### src/rtl/mem_port_arbiter_pkg.sv
// rtl/mem_port_arbiter_pkg.sv - shared types and constants for the memory port arbiter
// Purpose: FSM state encodings, port owner codes, load/store funct3 codes and a
//          saturating counter helper shared by mem_port_arbiter and mem_arb_grant.
// Ports:   none (package).
package mem_port_arbiter_pkg;

  typedef enum logic [1:0] {
    ST_IDLE   = 2'd0,
    ST_ACCESS = 2'd1,
    ST_RESP   = 2'd2
  } arb_state_e;

  typedef enum logic {
    OWN_IF = 1'b0,
    OWN_D  = 1'b1
  } owner_e;

  localparam logic [2:0] F3_LB  = 3'b000;
  localparam logic [2:0] F3_LH  = 3'b001;
  localparam logic [2:0] F3_LW  = 3'b010;
  localparam logic [2:0] F3_LBU = 3'b100;
  localparam logic [2:0] F3_LHU = 3'b101;
  localparam logic [2:0] F3_SB  = 3'b000;
  localparam logic [2:0] F3_SH  = 3'b001;
  localparam logic [2:0] F3_SW  = 3'b010;

  function automatic logic [15:0] sat_inc16(input logic [15:0] v);
    return (v == 16'hFFFF) ? v : v + 16'd1;
  endfunction

endpackage

### src/rtl/mem_port_arbiter_grant.sv
// rtl/mem_port_arbiter_grant.sv - fetch/data priority decision with IF starvation guard
// Purpose: picks the next owner when the arbiter is able to grant. D wins by default;
//          IF is forced ahead once it has lost STARVE_LIMIT consecutive decisions to D.
// Ports:   clk, rst          clock, async active-high reset
//          if_req, d_req     pending requests
//          decide            high in the cycles where a grant may be issued (IDLE/RESP)
//          grant_if, grant_d one-hot grant (both low when decide=0 or no request)
module mem_arb_grant
  import mem_port_arbiter_pkg::*;
#(
  parameter int STARVE_LIMIT = 4
) (
  input  logic clk,
  input  logic rst,
  input  logic if_req,
  input  logic d_req,
  input  logic decide,
  output logic grant_if,
  output logic grant_d
);

  localparam int CNT_W = $clog2(STARVE_LIMIT + 1);
  localparam logic [CNT_W-1:0] LIMIT_V = CNT_W'(STARVE_LIMIT);

  logic [CNT_W-1:0] starve_cnt_q;
  logic [CNT_W-1:0] starve_cnt_d;
  logic             if_forced;

  assign if_forced = if_req && (starve_cnt_q == LIMIT_V);
  assign grant_d   = decide && d_req && !if_forced;
  assign grant_if  = decide && if_req && !grant_d;

  // Counts D wins only while IF is actually waiting; any gap in if_req forgives the history.
  always_comb begin
    starve_cnt_d = starve_cnt_q;
    if (!if_req || grant_if) begin
      starve_cnt_d = '0;
    end else if (grant_d && (starve_cnt_q != LIMIT_V)) begin
      starve_cnt_d = starve_cnt_q + 1'b1;
    end
  end

  always_ff @(posedge clk or posedge rst) begin
    if (rst) begin
      starve_cnt_q <= '0;
    end else begin
      starve_cnt_q <= starve_cnt_d;
    end
  end

endmodule

### src/rtl/mem_port_arbiter.sv
// rtl/mem_port_arbiter.sv - single-port unified memory arbiter for IF and MEM-stage requesters
// Purpose: sequences each access as grant -> ACCESS -> RESP, drives the memory pins from the
//          owning port during ACCESS only, registers read data and pulses a one-cycle ack.
// Optional: ARB_STATS_EN adds saturating grant/wait statistics outputs.
// Ports:   clk, rst                         clock, async active-high reset
//          if_req/if_addr -> if_ack/if_rdata fetch port (word fetch)
//          d_req/d_we/d_re/d_funct3/d_addr/d_wdata -> d_ack/d_rdata  load/store port
//          mem_read/mem_write/mem_funct3/mem_addr/mem_wdata, mem_rdata  memory pins
//          stat_if_grants/stat_d_grants/stat_if_wait  (ARB_STATS_EN only)
module mem_port_arbiter
  import mem_port_arbiter_pkg::*;
#(
  parameter int ADDR_W       = 8,
  parameter int STARVE_LIMIT = 4
) (
  input  logic              clk,
  input  logic              rst,
  input  logic              if_req,
  input  logic [ADDR_W-1:0] if_addr,
  output logic              if_ack,
  output logic [31:0]       if_rdata,
  input  logic              d_req,
  input  logic              d_we,
  input  logic              d_re,
  input  logic [2:0]        d_funct3,
  input  logic [ADDR_W-1:0] d_addr,
  input  logic [31:0]       d_wdata,
  output logic              d_ack,
  output logic [31:0]       d_rdata,
  output logic              mem_read,
  output logic              mem_write,
  output logic [2:0]        mem_funct3,
  output logic [ADDR_W-1:0] mem_addr,
  output logic [31:0]       mem_wdata,
  input  logic [31:0]       mem_rdata
`ifdef ARB_STATS_EN
  ,
  output logic [15:0]       stat_if_grants,
  output logic [15:0]       stat_d_grants,
  output logic [15:0]       stat_if_wait
`endif
);

  arb_state_e  state_q, state_d;
  owner_e      owner_q, owner_d;
  logic        if_ack_q, if_ack_d;
  logic        d_ack_q, d_ack_d;
  logic [31:0] if_rdata_q, if_rdata_d;
  logic [31:0] d_rdata_q, d_rdata_d;
  logic        decide;
  logic        grant_if;
  logic        grant_d;
  logic        in_access;

  assign decide    = (state_q == ST_IDLE) || (state_q == ST_RESP);
  assign in_access = (state_q == ST_ACCESS);

  mem_arb_grant #(
    .STARVE_LIMIT(STARVE_LIMIT)
  ) u_grant (
    .clk     (clk),
    .rst     (rst),
    .if_req  (if_req),
    .d_req   (d_req),
    .decide  (decide),
    .grant_if(grant_if),
    .grant_d (grant_d)
  );

  // State register. Async reset also drops mem_write immediately since pins decode state_q.
  always_ff @(posedge clk or posedge rst) begin
    if (rst) begin
      state_q    <= ST_IDLE;
      owner_q    <= OWN_IF;
      if_ack_q   <= 1'b0;
      d_ack_q    <= 1'b0;
      if_rdata_q <= '0;
      d_rdata_q  <= '0;
    end else begin
      state_q    <= state_d;
      owner_q    <= owner_d;
      if_ack_q   <= if_ack_d;
      d_ack_q    <= d_ack_d;
      if_rdata_q <= if_rdata_d;
      d_rdata_q  <= d_rdata_d;
    end
  end

  // Next state and owner latch.
  always_comb begin
    state_d = state_q;
    owner_d = owner_q;
    unique case (state_q)
      ST_IDLE, ST_RESP: begin
        state_d = (if_req || d_req) ? ST_ACCESS : ST_IDLE;
      end
      ST_ACCESS: state_d = ST_RESP;
      default:   state_d = ST_IDLE;
    endcase
    if (grant_d) begin
      owner_d = OWN_D;
    end else if (grant_if) begin
      owner_d = OWN_IF;
    end
  end

  // Memory pins from the owner during ACCESS; response capture at the ACCESS->RESP edge.
  always_comb begin
    mem_read   = 1'b0;
    mem_write  = 1'b0;
    mem_funct3 = 3'b000;
    mem_addr   = '0;
    mem_wdata  = '0;
    if_ack_d   = 1'b0;
    d_ack_d    = 1'b0;
    if_rdata_d = if_rdata_q;
    d_rdata_d  = d_rdata_q;
    if (in_access) begin
      if (owner_q == OWN_D) begin
        mem_addr   = d_addr;
        mem_funct3 = d_funct3;
        d_ack_d    = 1'b1;
        if (d_we) begin
          mem_write = 1'b1;
          mem_wdata = d_wdata;
          d_rdata_d = '0;
        end else begin
          mem_read  = d_re;
          d_rdata_d = mem_rdata;
        end
      end else begin
        // Fetch relies on the memory's unqualified full-word read path.
        mem_addr   = if_addr;
        mem_funct3 = F3_LW;
        if_ack_d   = 1'b1;
        if_rdata_d = mem_rdata;
      end
    end
  end

  assign if_ack   = if_ack_q;
  assign d_ack    = d_ack_q;
  assign if_rdata = if_rdata_q;
  assign d_rdata  = d_rdata_q;

`ifdef ARB_STATS_EN
  logic [15:0] stat_if_grants_q, stat_if_grants_d;
  logic [15:0] stat_d_grants_q, stat_d_grants_d;
  logic [15:0] stat_if_wait_q, stat_if_wait_d;

  always_comb begin
    stat_if_grants_d = grant_if ? sat_inc16(stat_if_grants_q) : stat_if_grants_q;
    stat_d_grants_d  = grant_d ? sat_inc16(stat_d_grants_q) : stat_d_grants_q;
    stat_if_wait_d   = (if_req && !if_ack_q) ? sat_inc16(stat_if_wait_q) : stat_if_wait_q;
  end

  always_ff @(posedge clk or posedge rst) begin
    if (rst) begin
      stat_if_grants_q <= '0;
      stat_d_grants_q  <= '0;
      stat_if_wait_q   <= '0;
    end else begin
      stat_if_grants_q <= stat_if_grants_d;
      stat_d_grants_q  <= stat_d_grants_d;
      stat_if_wait_q   <= stat_if_wait_d;
    end
  end

  assign stat_if_grants = stat_if_grants_q;
  assign stat_d_grants  = stat_d_grants_q;
  assign stat_if_wait   = stat_if_wait_q;
`endif

endmodule

### config.mk
export PLATFORM = sky130hd
export DESIGN_NAME = mem_port_arbiter
export DESIGN_NICKNAME = d
export VERILOG_FILES = /design/src/rtl/mem_port_arbiter_pkg.sv /design/src/rtl/mem_port_arbiter_grant.sv /design/src/rtl/mem_port_arbiter.sv
export SDC_FILE = /design/constraint.sdc
export NUM_CORES = 1
export LEC_CHECK = 0
export ABC_AREA = 1
export CORE_MARGIN = 2
export CORE_UTILIZATION = 40
export CTS_BUF_LIST = sky130_fd_sc_hd__clkbuf_8
export DETAILED_ROUTE_END_ITERATION = 12
export HOLD_SLACK_MARGIN = 0.15
export PLACE_DENSITY_LB_ADDON = 0.05
export RECOVER_POWER = 25
export SYNTH_ARGS = -nofsm -noshare
export SYNTH_HDL_FRONTEND = slang
export SYNTH_HIERARCHICAL = 1
export SYNTH_SLANG_ARGS = --single-unit
### constraint.sdc
create_clock -name clk -period 2.4 [get_ports clk]
set_input_delay 0.48 -clock clk [delete_from_list [all_inputs] [get_ports clk]]
set_output_delay 0.48 -clock clk [all_outputs]
set_load 0.02 [all_outputs]
==> summary.log, run 1 <==
[sta] worst-case setup margin in the final layout 0.08113 ns
[global_route] global-route wire length before repair 19020 um
[sta] final setup vio count 0
[sta] count of final max-slew check failures 0
[global_route] number of antenna violations at the first check in global routing 0
[global_route] Total Routing Usage GR 24.04%
[yosys] net count after synthesis 595
[run_status] status finished, final reports clean
[global_route] global route overflow 0
[placement] gpl congestion 0.8607
[yosys] Syn Inst Count 504
[route] Routed Wire Length 11690 um
[clock_network] # clock sinks 72
[final_layout] net count reported at finish 781
[yosys] synthesized area divided by synthesized cell count 7.214 um^2
[worst_setup_path] worst-case register-to-register setup slack 0.65 ns
[yosys] top cells by area, synth sky130_fd_sc_hd__dfrtp_1 (50%), sky130_fd_sc_hd__nand2_1 (16%), sky130_fd_sc_hd__nand3_1 (14%)
[pwr] peak ir drop on the vdd network 0.3926 mV
[hold_path] hold depth 2
[route] vias after detailed routing 3934
[route] DR pass1 iterations 7
[pwr] Power, Total 5.576 mW
[worst_setup_path] Worst Setup End Kind output pin
[worst_setup_path] terminus of the critical flop-to-flop path if_rdata[22]
[yosys] count of flip-flops with a built-in enable after synthesis 0
[worst_setup_path] WP data arrival 1.84 ns
[hold_path] path category of the worst min-delay check flip-flop to flip-flop
[route] Initial DRC Count 177
[pwr] power density over cell area 922.4 mW/mm^2
[final_layout] count of inserted antenna diode cells 0
[global_route] via count of the first global-routing pass 3892
[worst_setup_path] RR Startpoint owner_q
[placement] worst slack at placement 0.1229 ns
[clock_network] clock-pin slew on the worst setup and hold paths 0.07 ns
[worst_setup_path] launching element of the worst setup path state_q[0]
[placement] PortBufs 199
[yosys] count of different cell masters after synthesis 16
[clock_network] clk buf depth 2
[floorplan] die area 0.009868 mm^2
[sta] worst clock skew 0.01208 ns
[sta] transition time at the pin with the least slew margin 1.276 ns
[clock_network] Root Buffer sky130_fd_sc_hd__clkbuf_8
[placement] placed cells 787
[yosys] Most used DFF post-synth sky130_fd_sc_hd__dfrtp_1
[route] WL/cell 14.56 um
[floorplan] core region area 0.008763 mm^2
[sta] maximum clock rate 431.2 MHz
[floorplan] width of the chip 99.34 um
[route] Residual DRC 0
[worst_setup_path] number of cells on the worst reg-to-reg path 6
[sta] post-route clock period utilization 96.62%
[floorplan] count of pins on the block boundary 200
[clock_network] Post-CTS Repair Setup Buffers 0
[yosys] post-synthesis register bit count 72
[sta] max-slew headroom at the worst pin 14.91%
[yosys] Post-Synthesis Cell Area 0.003636 mm^2
[clock_network] depth of the CTS H-tree 3
[sta] setup TNS after final layout 0 ns
[placement] HPWL after detailed placement 8251 um
[worst_setup_path] Critical Path Source Type flip-flop
[worst_setup_path] data required time of the critical path 1.92 ns
[yosys] Synth top area share 49.55%
[run] number of max-cap violations 0
[route] via density per instance 4.899
[yosys] library cell with the highest instance count after synthesis sky130_fd_sc_hd__nand2_1
[sta] Fin. Hold Viols 0
[yosys] sequential cell area fraction in the yosys report 49.55%
[final_layout] final cell count without fillers 803
[global_route] largest net degree at the start of global routing 66
[floorplan] initial core utilization 41.49%
[yosys] ranking of synthesized cells by instance count sky130_fd_sc_hd__nand2_1 (154), sky130_fd_sc_hd__nand3_1 (101), sky130_fd_sc_hd__nor2_1 (74)
[yosys] Async SR Flop Fraction 100.0%
[final_layout] Layout Area Growth over Synthesis 66.24%
[sta] Period minus WS final 2.319 ns
[worst_setup_path] top fanout value on the critical path 42
[final_layout] fraction of final layout cells sized beyond drive strength 1 5.036%
[clock_network] Inserted Clock Buffers 9
[clock_network] TritonCTS clock tree yes
[route] Antenna Violating Nets Remaining 0
[worst_setup_path] critical path type flip-flop to output pin
[clock_network] source-to-sink clock delay at the later pin of the worst-skew pair 0.35 ns
[floorplan] die height 99.34 um
[yosys] warnings from Yosys 6
[yosys] cell type contributing the most total cell area after synthesis sky130_fd_sc_hd__dfrtp_1
[pwr] leakage power total 3.633 nW
[worst_setup_path] worst setup path endpoint mem_wdata[28]
[sta] unrepaired setup endpoints after global routing no
[final_layout] utilization after layout 68.97%
[floorplan] row count 34
flip-flops by register name, summed over array words and instances, names as in the netlist:
signal	count
u_grant/starve_cnt_q	3
if_ack	1
if_rdata	32
state_q	2
owner_q	1
d_ack	1
d_rdata	32
cells by family (layout without fill, tap and decap cells):
| kind of cell | after synthesis | in the layout | share of synthesized area (%) |
|---|---|---|---|
| AO/OA/AOI/OAI | 10 | 10 | 1.445 |
| adder cells (fa/ha/maj) | 2 | 2 | 0.6881 |
| AND/OR/NAND/NOR | 334 | 334 | 38.40 |
| flip-flops | 72 | 72 | 49.55 |
| buffers and inverters | 86 | 277 | 9.910 |
routing by layer:
layer | vias up | GRT usage [%] | share of wire (%)
met5 | - | 0 | 0
met4 | 0 | 8.008 | 2.1
met3 | 18 | 6.887 | 8.4
met2 | 153 | 40.59 | 49
met1 | 1834 | 29.69 | 41
li1 | 1929 | - | -
layout make-up:
type	count	area, um^2
Fill cell	745	2719
Timing Repair Buffer	211	2203
Sequential cell	72	1803
Multi-Input combinational cell	346	1479
Inverter	50	196.4
Clock buffer	10	137.6
Tap cell	108	135.1
Clock inverter	6	90.09
layout by cell type (no fill, tap or decap), drive strengths merged:
cell and instances:
dlymetal6s2s 42, nand2 154, dlygate4sd3 2, nand3 102, clkbuf 12, a21oi 9
dfrtp 72, buf 11, bufinv 2, nor2 76, clkdlybuf4s50 153, clkinvlp 1
nand4 2, clkinv 1, o21bai 1, dlygate4sd2 1, ha 2, inv 52
per-stage QoR:
step                      instance area, um^2  hold WS [ns]
after floorplan                          3636        0.2336
after global placement                   5707        0.4620
after detailed placement                 5707        0.4639
after CTS                                5942        0.3606
after global routing                     6045        0.4840
final                                    6045        0.4791
worst max-delay path, stage by stage (launching register included):
cell and delay (ns):
sky130_fd_sc_hd__dfrtp_1 0.40, sky130_fd_sc_hd__inv_2 0.10, sky130_fd_sc_hd__nor2_4 0.14, sky130_fd_sc_hd__inv_6 0.13, sky130_fd_sc_hd__nor2_1 0.12, sky130_fd_sc_hd__clkdlybuf4s50_1 0.61
report_power, final:
| part | total [mW] | switching [mW] | internal, mW |
|---|---|---|---|
| combinational | 2.59 | 1.41 | 1.18 |
| clock | 1.09 | 0.469 | 0.621 |
| sequential | 1.89 | 0.248 | 1.64 |
| total | 5.58 | 2.13 | 3.45 |
worst min-delay path by stage:
stage,startpoint,endpoint,slack [ns]
finish,d_rdata[29],d_rdata[29],0.48
global placement,if_rdata[13],if_rdata[13],0.46
CTS,rst,u_grant/starve_cnt_q[2],0.36
global route,rst,u_grant/starve_cnt_q[2],0.48
floorplan,rst,u_grant/starve_cnt_q[0],0.23
detailed placement,d_rdata[0],d_rdata[0],0.46
timing repair:
item | 4_1_cts | 5_1_grt
hold buffers | 0 | 0
endpoints found under the setup margin | 42 | 42
resized for setup | 4 | 43
Power figures use the tool's default switching activity.
==> run 2, diff against run 1 <==
CORE_UTILIZATION = 36   (was 40)
SLEW_MARGIN = 20   (was unset)
clock period = 2.1 ns   (was 2.4 ns; I/O delays follow)
==> run 2 against run 1 <==
Effect of this change: first-iteration DRC count shrank 2.3%; wire length rose by 2.2%; non-clock buffer count increased by 7; register-to-register slack lost 0.06 ns; core utilization down 7.9 points; critical path depth shrank 1; critical endpoint is now mem_funct3[2]; flip-flop and latch count did not move; sequential power rose by 14%; setup slack improved by 0.012 ns; clock power increased by 17%.
==> summary.log, run 2 (synthesis gave the netlist of run 1 again) <==
[floorplan] width of the chip 104.5 um [+5.2%]
[pwr] Reg power frac 33.8% [about the same]
[clock_network] TritonCTS clock tree yes
[route] wire length on met1 4787 um [+1.1%]
[final_layout] utilization after layout 61.06% [-7.9 points]
[sta] maximum clock rate 498.2 MHz
[final_layout] Layout Area Growth over Synthesis 64.14%
[placement] HPWL after detailed placement 8633 um [+4.6%]
[pwr] switching fraction of total power 38.10% [-0.065 points]
[clock_network] hold buffer count at cts 0 [unchanged]
[sta] Period minus WS final 2.007 ns
[sta] count of final max-slew check failures 0 [unchanged]
[clock_network] clock-pin slew on the worst setup and hold paths 0.07 ns [about the same]
[pwr] relative contribution of combinational cells to total power 46.4% [about the same]
[sta] post-route clock period utilization 95.59%
[worst_setup_path] data required time of the critical path 1.68 ns [-0.24 ns]
[clock_network] # clock sinks 72 [unchanged]
[global_route] Total Routing Usage GR 22.27% [-1.8 points]
[sta] max-slew headroom at the worst pin 34.84% [+20 points]
[final_layout] net count reported at finish 788 [+0.90%]
[route] highest routing layer actually used met4
[run] number of max-cap violations 0 [unchanged]
[floorplan] die area 0.01092 mm^2 [+11%]
[pwr] share of power burned in the clock network 19.8% [+0.2 points]
[floorplan] die height 104.5 um [+5.2%]
[run_status] status finished, final reports clean
[worst_setup_path] Max stage delay on crit path 0.43 ns [-0.18 ns]
[global_route] global route overflow 0 [unchanged]
[pwr] switching pwr 2.434 mW [+14%]
[worst_setup_path] Slowest-stage cell, CP sky130_fd_sc_hd__dfrtp_2
[worst_setup_path] critical path type flip-flop to output pin
[final_layout] register cell area after layout 0.001803 mm^2 [unchanged]
[clock_network] depth of the CTS H-tree 3 [unchanged]
[route] WL/cell 14.32 um [-1.7%]
[clock_network] Inserted Clock Buffers 9 [unchanged]
[worst_setup_path] family with the most delay on the worst path buffers and inverters
[route] Initial DRC Count 173 [-2.3%]
[placement] gpl congestion 0.7734 [-10%]
[worst_setup_path] Bufs and invs on worst path 2 [-1]
[route] metal2 WL 5934 um [+3.5%]
[worst_setup_path] top fanout value on the critical path 34 [-19%]
[final_layout] final cell count without fillers 835 [+4.0%]
[global_route] largest net degree at the start of global routing 66 [unchanged]
[final_layout] count of inserted antenna diode cells 0 [unchanged]
[final_layout] total area of multi-input combinational cells 0.001484 mm^2 [+0.34%]
[pwr] Power, Total 6.388 mW [+15%]
[clock_network] Root Buffer sky130_fd_sc_hd__clkbuf_8
[clock_network] source-to-sink clock delay at the later pin of the worst-skew pair 0.36 ns [about the same]
[route] Routed Wire Length 11950 um [+2.2%]
[sta] transition time at the pin with the least slew margin 0.9773 ns [-0.2990 ns]
[pwr] Internal Dissipation 3.954 mW [+15%]
[pwr] leakage power total 3.108 nW [-14%]
[worst_setup_path] WP data arrival 1.59 ns [-0.25 ns]
[route] Residual DRC 0 [unchanged]
[sta] final setup vio count 0 [unchanged]
[route] Antenna Violating Nets Remaining 0 [unchanged]
[route] vias after detailed routing 3929 [-0.13%]
[sta] unrepaired setup endpoints after global routing no
[hold_path] path category of the worst min-delay check input port to async pin
[pwr] peak ir drop on the vdd network 0.3823 mV [-2.6%]
[route] DR pass1 iterations 4 [-3]
[clock_network] clk buf depth 2 [unchanged]
[pwr] power density over cell area 1070 mW/mm^2 [+16%]
[floorplan] row count 36 [+5.9%]
[final_layout] most common library cell in the layout ignoring fill and taps sky130_fd_sc_hd__nand2_1
[worst_setup_path] cells traversed along the worst timing path buf_12 -> nand3_2 -> nor2_1 -> clkdlybuf4s15_1
[placement] PortBufs 199 [unchanged]
[final_layout] fraction of final layout cells sized beyond drive strength 1 6.410% [+1.4 points]
[worst_setup_path] Worst Setup End Kind output pin
[global_route] number of antenna violations at the first check in global routing 0 [unchanged]
[floorplan] count of pins on the block boundary 200 [unchanged]
[route] via density per instance 4.705 [-4.0%]
[placement] placed cells 819 [+4.1%]
[sta] worst clock skew 0.009045 ns [-0.003037 ns]
[floorplan] core region area 0.009774 mm^2 [+12%]
[final_layout] most frequent cells in the layout sky130_fd_sc_hd__nand2_1 (154), sky130_fd_sc_hd__clkdlybuf4s50_1 (152), sky130_fd_sc_hd__nand3_1 (100), sky130_fd_sc_hd__nor2_1 (74), sky130_fd_sc_hd__dfrtp_1 (71)
[global_route] global-route wire length before repair 19460 um [+2.3%]
[global_route] via count of the first global-routing pass 3948 [+1.4%]
[sta] Fin. Hold Viols 0 [unchanged]
[final_layout] filler cell count in the final layout 927 [+24%]
[route] wire length on met3 1003 um [+2.7%]
[worst_setup_path] Critical Path Source Type flip-flop
[floorplan] initial core utilization 37.20% [-4.3 points]
[clock_network] Post-CTS Repair Setup Buffers 0 [unchanged]
-- run 2: through the flow --
step | worst slack (ns) | instance area [um^2] | hold slack, ns | TNS (ns)
final | 0.09263 | 5968 | 0.4152 | 0
after global routing | 0.0009880 | 5968 | 0.4094 | 0
after CTS | 0.03252 | 6015 | 0.3051 | 0
after detailed placement | -0.05943 | 5829 | 0.4639 | -0.6927
after global placement | -0.06841 | 5829 | 0.4609 | -0.4561
after floorplan | 0.4089 | 3640 | 0.1736 | 0
-- run 2: cell type report --
cell class / count / share of cell area (%)
Clock buffer: 11 / 2.537
Clock inverter: 5 / 1.342
Inverter: 50 / 3.270
Multi-Input combinational cell: 346 / 24.86
Sequential cell: 72 / 30.21
Tap cell: 133 / 2.788
Timing Repair Buffer: 218 / 34.99
-- run 2: path summary, 6_finish.rpt --
kind	depth (start not counted)	slack (ns)	endpoint	from
min	2	0.42	u_grant/starve_cnt_q[2]	rst
min reg2reg	2	0.48	if_rdata[24]	if_rdata[24]
max reg2reg	4	0.59	if_rdata[0]	state_q[1]
max in group asynchronous	3	0.61	if_rdata[30]	rst
min in group clk	2	0.48	if_rdata[24]	if_rdata[24]
max	4	0.09	mem_funct3[2]	owner_q
-- run 2: repair_timing --
item,in CTS,in global routing
hold endpoints to repair,0,0
endpoints found under the setup margin,44,38
resized for setup,47,7
-- run 2: power groups by stage --
stage / registers [mW] / logic, mW / clock network [mW]
finish: 2.16 / 2.96 / 1.27
global route: 2.23 / 3.20 / 1.36
CTS: 2.16 / 3.01 / 1.29
detailed placement: 2.18 / 3.04 / 0
global placement: 2.17 / 3.01 / 0
floorplan: 2.76 / 0.863 / 0
-- run 2: layer usage --
metal,vias up,GRT usage (%)
met5,-,0
met4,0,9.749
met3,14,6.516
met2,148,38.38
met1,1831,25.57
li1,1936,-
==> run 3, diff against run 2 <==
CORE_UTILIZATION = 35   (was 36)
CTS_BUF_LIST = unset   (was sky130_fd_sc_hd__clkbuf_8)
==> run 3 against run 2 <==
Effect of this change: clock power is 15% higher; critical path depth is 1 higher; first-iteration DRC count is 6.9% lower; global-route usage is 0.54 points lower; sequential share of layout area hardly changed; non-clock buffer count stayed put; largest power group unchanged.
==> summary.log, run 3 (synthesis gave the netlist of run 1 again) <==
[pwr] switching pwr 2.407 mW [-1.1%]
[global_route] global route overflow 0 [unchanged]
[clock_network] source-to-sink clock delay at the later pin of the worst-skew pair 0.35 ns [about the same]
[sta] transition time at the pin with the least slew margin 0.9566 ns [-0.02072 ns]
[final_layout] most frequent cells in the layout sky130_fd_sc_hd__nand2_1 (154), sky130_fd_sc_hd__clkdlybuf4s50_1 (151), sky130_fd_sc_hd__nand3_1 (100), sky130_fd_sc_hd__nor2_1 (74), sky130_fd_sc_hd__dfrtp_1 (71)
[worst_setup_path] WP data arrival 1.61 ns [+0.02 ns]
[floorplan] die area 0.01122 mm^2 [+2.7%]
[clock_network] Inserted Clock Buffers 9 [unchanged]
[placement] PortBufs 199 [unchanged]
[route] Residual DRC 0 [unchanged]
[placement] placed cells 822 [+0.37%]
[floorplan] count of pins on the block boundary 200 [unchanged]
[sta] Period minus WS final 2.025 ns [+0.01812 ns]
[route] Initial DRC Count 161 [-6.9%]
[worst_setup_path] worst-case register-to-register setup slack 0.47 ns [-0.12 ns]
[global_route] Total Routing Usage GR 21.73% [-0.54 points]
[pwr] Reg power frac 32.8% [-1.0 points]
[sta] unrepaired setup endpoints after global routing no
[route] Routed Wire Length 11790 um [-1.3%]
[final_layout] summed area of non-filler cells in the final layout 0.005973 mm^2 [about the same]
[worst_setup_path] critical path type flip-flop to output pin
[worst_setup_path] top fanout value on the critical path 19 [-44%]
[hold_path] path category of the worst min-delay check input port to async pin
[worst_setup_path] Critical Path Source Type flip-flop
[placement] gpl congestion 0.8483 [+9.7%]
[route] DR pass1 iterations 4 [unchanged]
[worst_setup_path] data required time of the critical path 1.68 ns [about the same]
[floorplan] die height 105.9 um [+1.4%]
[worst_setup_path] RR Startpoint owner_q
[floorplan] core region area 0.01018 mm^2 [+4.2%]
[worst_setup_path] number of cells on the worst reg-to-reg path 7 [+3]
[pwr] power density over cell area 1102 mW/mm^2 [+3.0%]
[run_status] status finished, final reports clean
[run] number of max-cap violations 0 [unchanged]
[route] vias after detailed routing 3985 [+1.4%]
[final_layout] final cell count without fillers 838 [+0.36%]
[placement] HPWL after detailed placement 8535 um [-1.1%]
[clock_network] clk buf depth 2 [unchanged]
[pwr] switching fraction of total power 36.58% [-1.5 points]
[clock_network] hold buffer count at cts 0 [unchanged]
[sta] worst clock skew 0.01051 ns [+0.001463 ns]
[pwr] Internal Dissipation 4.175 mW [+5.6%]
[final_layout] fraction of final layout cells sized beyond drive strength 1 9.402% [+3.0 points]
[floorplan] initial core utilization 35.70% [-1.5 points]
[final_layout] filler cell count in the final layout 962 [+3.8%]
[worst_setup_path] Worst Setup End Kind output pin
[final_layout] most common library cell in the layout ignoring fill and taps sky130_fd_sc_hd__nand2_1
[global_route] number of antenna violations at the first check in global routing 0 [unchanged]
[clock_network] post-cts sizing count 48 [+2.1%]
[clock_network] TritonCTS clock tree yes
[route] Antenna Violating Nets Remaining 0 [unchanged]
[final_layout] Layout Area Growth over Synthesis 64.28% [about the same]
[final_layout] net count reported at finish 788 [unchanged]
[clock_network] depth of the CTS H-tree 3 [unchanged]
[pwr] leakage power total 3.060 nW [-1.5%]
[global_route] via count of the first global-routing pass 3923 [-0.63%]
[clock_network] # clock sinks 72 [unchanged]
[sta] max-slew headroom at the worst pin 36.22% [+1.4 points]
[route] via density per instance 4.755 [+1.1%]
[global_route] largest net degree at the start of global routing 66 [unchanged]
[clock_network] Root Buffer sky130_fd_sc_hd__clkbuf_8
[pwr] peak ir drop on the vdd network 0.4879 mV [+28%]
[sta] Fin. Hold Viols 0 [unchanged]
[route] WL/cell 14.07 um [-1.7%]
[final_layout] count of inserted antenna diode cells 0 [unchanged]
[clock_network] Post-CTS Repair Setup Buffers 0 [unchanged]
[clock_network] clock-pin slew on the worst setup and hold paths 0.07 ns [about the same]
[placement] cell area reported after detailed placement 0.005841 mm^2 [+0.19%]
[global_route] global-route wire length before repair 19250 um [-1.1%]
[sta] post-route clock period utilization 96.45% [+0.86 points]
[worst_setup_path] terminus of the critical flop-to-flop path if_rdata[17]
[sta] maximum clock rate 493.7 MHz [-0.89%]
[pwr] share of power burned in the clock network 22.2% [+2.4 points]
[sta] count of final max-slew check failures 0 [unchanged]
[sta] final setup vio count 0 [unchanged]
[floorplan] width of the chip 105.9 um [+1.4%]
[pwr] relative contribution of combinational cells to total power 45.0% [-1.4 points]
[floorplan] row count 37 [+2.8%]
-- run 3: changes by cell type in the layout (fill, tap and decap cells not counted), sizes merged, moves of 2 or more --
cell / change
dlygate4sd2: -24
clkdlybuf4s15: +5
bufinv: +2
clkbuf: +18
-- run 3: worst max-delay path by stage --
stage                           from       endpoint  slack [ns]  cells past startpoint
after floorplan                 d_we   mem_wdata[1]        0.41                      4
after global placement    d_wdata[3]   mem_wdata[3]       -0.11                      4
after detailed placement  d_wdata[3]   mem_wdata[3]        -0.1                      4
after CTS                 state_q[1]  mem_wdata[16]        0.01                      5
after global routing      state_q[1]  mem_wdata[25]      0.0005                      5
final                        owner_q    mem_addr[6]        0.07                      5
-- run 3: power by group through the flow --
stage	logic (mW)	registers, mW	clock network, mW
3_3_place_gp	3.02	2.17	0
2_1_floorplan	0.863	2.76	0
3_5_place_dp	3.04	2.18	0
4_1_cts	3.01	2.17	1.49
6_report	2.96	2.16	1.46
5_1_grt	3.20	2.22	1.56
-- run 3: critical path: stages (launching register included) --
cell and delay, ns:
sky130_fd_sc_hd__dfrtp_2 0.45, sky130_fd_sc_hd__clkinv_1 0.10, sky130_fd_sc_hd__buf_12 0.16, sky130_fd_sc_hd__nand2_1 0.06
sky130_fd_sc_hd__a21oi_1 0.13, sky130_fd_sc_hd__dlygate4sd2_1 0.35
-- run 3: routing by layer --
layer | GRT usage (%) | share of wire (%) | wire length, um
met4 | 7.237 | 1.7 | 205
met3 | 7.541 | 8.9 | 1050
met1 | 25.16 | 39 | 4650
met2 | 37.60 | 50 | 5887
met5 | 0 | 0 | 0
-- run 3: metrics by stage --
step	total power, mW	setup WS (ns)	TNS [ns]	utilization (%)	hold WS (ns)
after detailed placement	5.219	-0.09824	-0.8626	57.35	0.4651
after CTS	6.666	0.01468	0	59.50	0.3222
final	6.582	0.07452	0	58.65	0.4511
after global placement	5.188	-0.1075	-0.8390	57.35	0.4620
after global routing	6.980	0.0004960	0	58.65	0.4517
after floorplan	3.623	0.4089	0	-	0.1736
-- run 3: layout make-up --
cell class | instances | area [um^2] | share of cell area (%)
clock buffers | 10 | 137.6 | 2.304
clock inverters | 6 | 130.1 | 2.178
inverters | 50 | 193.9 | 3.247
multi-input cells | 346 | 1484 | 24.84
flip-flops and latches | 72 | 1803 | 30.18
well taps | 136 | 170.2 | 2.849
repair buffers | 218 | 2054 | 34.39
